--- config.mk ---
export PLATFORM = sky130hd
export DESIGN_NAME = reg_file_mp_flat
export DESIGN_NICKNAME = d
export VERILOG_FILES = /design/src/rtl/reg_file_pkg.sv /design/src/rtl/reg_file_mp_if.sv /design/src/rtl/reg_file_read_port.sv /design/src/rtl/reg_file_mp.sv /design/src/flat_wrapper.sv
export SDC_FILE = /design/constraint.sdc
export NUM_CORES = 1
export LEC_CHECK = 0
export CAP_MARGIN = 5
export CORE_ASPECT_RATIO = 0.9
export CORE_MARGIN = 2
export CORE_UTILIZATION = 30
export DETAILED_ROUTE_END_ITERATION = 8
export DONT_BUFFER_PORTS = 1
export PLACE_DENSITY = 0.44
export SLEW_MARGIN = 20
export SYNTH_ARGS = -nofsm -noshare
export SYNTH_HDL_FRONTEND = slang
export SYNTH_HIERARCHICAL = 1
export SYNTH_SLANG_ARGS = --single-unit
--- constraint.sdc ---
create_clock -name clk -period 4.37 [get_ports clk]
set_input_delay 0.874 -clock clk [delete_from_list [all_inputs] [get_ports clk]]
set_output_delay 0.874 -clock clk [all_outputs]
set_load 0.005 [all_outputs]
--- src/rtl/reg_file_pkg.sv ---
// Shared constants and helpers for the multi-port register file.
// Optional scoreboard is controlled by REG_FILE_SCOREBOARD_EN (see reg_file_mp).
package reg_file_pkg;

  localparam int NW = 2;
  localparam int W0 = 0;
  localparam int W1 = 1;

  // One-hot bypass select from per-write-port address hits; W1 outranks W0,
  // matching the write priority so a bypassed value equals next cycle's stored value.
  function automatic logic [NW-1:0] bypass_sel(input logic [NW-1:0] hit);
    bypass_sel = '0;
    if (hit[W1])      bypass_sel[W1] = 1'b1;
    else if (hit[W0]) bypass_sel[W0] = 1'b1;
  endfunction

endpackage

--- src/rtl/reg_file_mp_if.sv ---
// Read/write/reserve bus of the multi-port register file.
// Reserve and pending signals only take effect with REG_FILE_SCOREBOARD_EN.
interface reg_file_mp_if
  import reg_file_pkg::*;
#(
  parameter int N  = 8,
  parameter int M  = 32,
  parameter int NR = 2,
  parameter int A  = $clog2(M)
);

  logic [NR-1:0][A-1:0] Ra;
  logic [NR-1:0][N-1:0] Ra_data;
  logic [NW-1:0][A-1:0] Rd;
  logic [NW-1:0][N-1:0] Wdata;
  logic [NW-1:0]        w_enable;
  logic [A-1:0]         Rsv;
  logic                 rsv_enable;
  logic [NR-1:0]        Ra_pending;

  modport master (
    output Ra, Rd, Wdata, w_enable, Rsv, rsv_enable,
    input  Ra_data, Ra_pending
  );

  modport slave (
    input  Ra, Rd, Wdata, w_enable, Rsv, rsv_enable,
    output Ra_data, Ra_pending
  );

endinterface

--- src/rtl/reg_file_read_port.sv ---
// One combinational read port: zero-register check, write bypass, pending flag.
// Pending logic is built only with REG_FILE_SCOREBOARD_EN.
module reg_file_read_port
  import reg_file_pkg::*;
#(
  parameter int N = 8,
  parameter int A = 5
) (
  input  logic                 i_rst_n,
  input  logic [A-1:0]         i_ra,
  input  logic [NW-1:0][A-1:0] i_rd,
  input  logic [NW-1:0][N-1:0] i_wdata,
  input  logic [NW-1:0]        i_wen,
  input  logic [N-1:0]         i_stored,
  input  logic [A-1:0]         i_rsv,
  input  logic                 i_rsv_en,
  input  logic                 i_pend_stored,
  output logic [N-1:0]         o_data,
  output logic                 o_pending
);

  logic [NW-1:0] w_hit;
  logic [NW-1:0] w_sel;
  logic          w_ra_nz;

  assign w_ra_nz = (i_ra != '0);

  always_comb begin
    for (int p = 0; p < NW; p++)
      w_hit[p] = i_wen[p] && (i_rd[p] == i_ra) && w_ra_nz;
  end

  assign w_sel = bypass_sel(w_hit);

  always_comb begin
    o_data = '0;
    if (i_rst_n && w_ra_nz) begin
      if (w_sel[W1])      o_data = i_wdata[W1];
      else if (w_sel[W0]) o_data = i_wdata[W0];
      else                o_data = i_stored;
    end
  end

`ifdef REG_FILE_SCOREBOARD_EN
  logic w_rsv_hit;
  assign w_rsv_hit = i_rsv_en && (i_rsv == i_ra) && w_ra_nz;
  // A retiring write hides the pending bit unless a new producer reserves the same register.
  assign o_pending = i_rst_n && w_ra_nz && i_pend_stored && !((|w_hit) && !w_rsv_hit);
`else
  wire w_unused = &{1'b0, i_rsv, i_rsv_en, i_pend_stored};
  assign o_pending = 1'b0;
`endif

endmodule

--- src/rtl/reg_file_mp.sv ---
// M x N register file, NR combinational read ports, two prioritised write ports (W1 wins).
// Define REG_FILE_SCOREBOARD_EN to build the per-register pending scoreboard.
module reg_file_mp
  import reg_file_pkg::*;
#(
  parameter int N  = 8,
  parameter int M  = 32,
  parameter int NR = 2
) (
  input  logic          clk,
  input  logic          n_reset,
  reg_file_mp_if.slave  bus
);

  localparam int A = $clog2(M);

  logic [M-1:0][N-1:0] r_regs;

  // Ascending port order makes W1 the last assignment, so it wins a same-address conflict.
  always_ff @(posedge clk or negedge n_reset) begin
    if (!n_reset) begin
      r_regs <= '0;
    end else begin
      for (int p = 0; p < NW; p++)
        if (bus.w_enable[p] && (bus.Rd[p] != '0))
          r_regs[bus.Rd[p]] <= bus.Wdata[p];
    end
  end

`ifdef REG_FILE_SCOREBOARD_EN
  logic [M-1:0] r_pend;

  // Reserve is applied after the write clears so a same-cycle reserve keeps the bit set.
  always_ff @(posedge clk or negedge n_reset) begin
    if (!n_reset) begin
      r_pend <= '0;
    end else begin
      for (int p = 0; p < NW; p++)
        if (bus.w_enable[p])
          r_pend[bus.Rd[p]] <= 1'b0;
      if (bus.rsv_enable && (bus.Rsv != '0))
        r_pend[bus.Rsv] <= 1'b1;
    end
  end
`endif

  for (genvar r = 0; r < NR; r++) begin : g_rp
    logic w_pend_stored;
`ifdef REG_FILE_SCOREBOARD_EN
    assign w_pend_stored = r_pend[bus.Ra[r]];
`else
    assign w_pend_stored = 1'b0;
`endif
    reg_file_read_port #(.N(N), .A(A)) u_rp (
      .i_rst_n       (n_reset),
      .i_ra          (bus.Ra[r]),
      .i_rd          (bus.Rd),
      .i_wdata       (bus.Wdata),
      .i_wen         (bus.w_enable),
      .i_stored      (r_regs[bus.Ra[r]]),
      .i_rsv         (bus.Rsv),
      .i_rsv_en      (bus.rsv_enable),
      .i_pend_stored (w_pend_stored),
      .o_data        (bus.Ra_data[r]),
      .o_pending     (bus.Ra_pending[r])
    );
  end

endmodule

--- src/flat_wrapper.sv ---
// flat-port wrapper written by rule: the top's interface ports become plain ports
module reg_file_mp_flat import reg_file_pkg::*;
#(
  parameter int N  = 8,
  parameter int M  = 32,
  parameter int NR = 2
)
  (clk, n_reset, bus_Ra, bus_Rd, bus_Wdata, bus_w_enable, bus_Rsv, bus_rsv_enable, bus_Ra_data, bus_Ra_pending);
  reg_file_mp_if #(.N(N), .M(M), .NR(NR)) bus_i ();
  input  logic clk;
  input  logic n_reset;
  input wire logic [$bits(bus_i.Ra)-1:0] bus_Ra;
  input wire logic [$bits(bus_i.Rd)-1:0] bus_Rd;
  input wire logic [$bits(bus_i.Wdata)-1:0] bus_Wdata;
  input wire logic [$bits(bus_i.w_enable)-1:0] bus_w_enable;
  input wire logic [$bits(bus_i.Rsv)-1:0] bus_Rsv;
  input wire logic [$bits(bus_i.rsv_enable)-1:0] bus_rsv_enable;
  output wire logic [$bits(bus_i.Ra_data)-1:0] bus_Ra_data;
  output wire logic [$bits(bus_i.Ra_pending)-1:0] bus_Ra_pending;
  assign bus_i.Ra = bus_Ra;
  assign bus_i.Rd = bus_Rd;
  assign bus_i.Wdata = bus_Wdata;
  assign bus_i.w_enable = bus_w_enable;
  assign bus_i.Rsv = bus_Rsv;
  assign bus_i.rsv_enable = bus_rsv_enable;
  assign bus_Ra_data = bus_i.Ra_data;
  assign bus_Ra_pending = bus_i.Ra_pending;
  reg_file_mp #(.N(N), .M(M), .NR(NR)) u_core (.clk(clk), .n_reset(n_reset), .bus(bus_i));
endmodule
==> run metrics <==
slew of the pin with the lowest slew margin 1.31 ns; GP Congestion roughly 0.90; worst hold path class primary input to async pin; latest clock arrival within the worst-skew pair 0.54 ns; Core ar. 59700 sq um; number of DRC markers in iteration 0 2650; crit start category primary input; # Max-Cap Violations 0; Rows 85; Reg2Reg Depth 2; initial antenna violation count 1; Leakage around 6.2 nW; Comb power frac 0.260; # DRC 0; Total Wirelength between 80 and 90 mm; Non-Filler Instances 2494; max reg flops 256; Final Critical Period 3.62 ns; Crit path largest cell delay 0.58 ns; total grt overflow 0; fin. max-slew vios 0; Final HPWL DP 47.2 mm; # port buffers 0; Die ar. 62200 sq um; CTS root buf clkbuf_16; Net Sw Frac 0.327; Filler Cells Inserted 5950; CP Depth 5; n_diodes 0; first-pass GRT wire length 119 mm; status finished clean; power per cell area 452 nW/um^2; skew final 0 ns; fin nets 1736; H-tree levels 2; Routed Antenna Nets 0; Mapped Area 18100 sq um; vias in the first global route 16300; pre-CTS setup slack 0.883 ns; Setup Crit Path Kind primary input to primary output; crit-path most repeated cell mux4_2; peak supply drop 219 uV; Pre-antenna DRT Iters 8; Die Y approximately 240 microns; switching pwr 2.86 mW; RSZ-0062 raised after global routing false; Final setup violation count 0; Num CTS Buffers 34; dpl cells 2437; Yosys warning count 6; GRT Util Overall 0.255; layout cell share with drive strength beyond 1 0.187; Tcrit/Tclk final 0.828; clock sink count between 200 and 300; crit path cell chain mux4_2 -> mux4_2 -> mux2_2 -> o21ai_0 -> a311oi_1; Avg Cell Area, Syn between 9 and 10 sq um; internal power 5.89 mW; biggest regs u_core/r_regs: 256 flops; Max Clock Freq roughly 0.28 GHz; WL/cell 32.6 microns; CP delay by family, top multiplexers; hold slack 0.0591 ns; postcts setup bufs 0; WP data required approximately 3.5 ns; Crit-path slowest cell mux4_2; synth-to-layout area growth 7.05%; final hold vios 0; CTS tree yes; WP buf/inv 0; Final Worst Setup Slack ~0.75 ns; syn nets between 1500 and 2000; Initial Util 0.303; internal reg-to-reg setup slack about 3.5 ns; largest net degree at the start of global routing around 260; endpoint class of the critical path primary output; Setup TNS 0 ns; clock network power share 0.328; CTS Hold Buffers Added 0; Worst Path Arrival 2.75 ns; RR Startpoint u_core/r_regs[73]; Power, Total between 8 and 9 mW; Crit Path Max Fanout 67; clock tree buffer depth 3; Slew headroom 0.124; largest reg by FF count u_core/r_regs; sequential share of power 0.413; DR vias 17300; average vias per placed instance 6.93; IO Count 64; Post-CTS Resized 0; RR Endpoint u_core/r_regs[73]; Clock transition at path regs 0.06 ns; Mapped Cells 1913; Die X 263 microns
-- power by group through the flow --
stage	sequential (mW)	combinational, mW	clock, mW
after detailed placement	3.60	2.19	0
after CTS	3.56	2.21	2.89
after global routing	3.66	2.39	2.98
after global placement	3.58	2.15	0
final	3.61	2.27	2.87
after floorplan	3.29	1.79	0
-- worst max-delay path by stage --
stage	start	endpoint	slack [ns]
final	bus_Ra[6]	bus_Ra_data[14]	0.75
after global routing	bus_Ra[6]	bus_Ra_data[11]	0.78
after CTS	u_core/r_regs[183]	bus_Ra_data[7]	0.79
after detailed placement	bus_Ra[0]	bus_Ra_data[7]	0.88
after global placement	bus_Ra[0]	bus_Ra_data[7]	0.90
after floorplan	bus_Ra[1]	bus_Ra_data[0]	0.76
-- area by class of cell --
type	count	area, sq um	share of cell area
clock buffer	54	1040	0.0537
clock inverter	3	42.5	0.00220
multi-input combinational	1354	10500	0.543
sequential	256	6410	0.331
tap	783	980	0.0506
timing repair buffer	44	368	0.0190
-- metrics by stage --
stage / instance area (sq um) / utilization
2_1_floorplan: 18100 / -
3_3_place_gp: 18300 / 0.306
3_5_place_dp: 18300 / 0.306
4_1_cts: 19300 / 0.324
5_1_grt: 19400 / 0.324
6_report: 19400 / 0.324
-- metal layers --
metal | track usage | share of wire | up-vias
met3 | 0.0713 | 0.12 | 118
met5 | 0 | 0 | -
met2 | 0.364 | 0.43 | 1156
li1 | - | - | 6993
met4 | 0.0796 | 0.028 | 0
met1 | 0.372 | 0.43 | 9028
-- cell usage in the layout, fill, tap and decap left out, types with 20 or more instances in the layout --
cell type,count
o21ai_0,264
xnor2_1,20
dfrtp_1,256
or2_2,35
a31oi_1,248
mux4_2,160
nor3_1,264
buf_4,41
clkbuf_16,37
nand3_1,264
(Power assumes the default switching activity.)
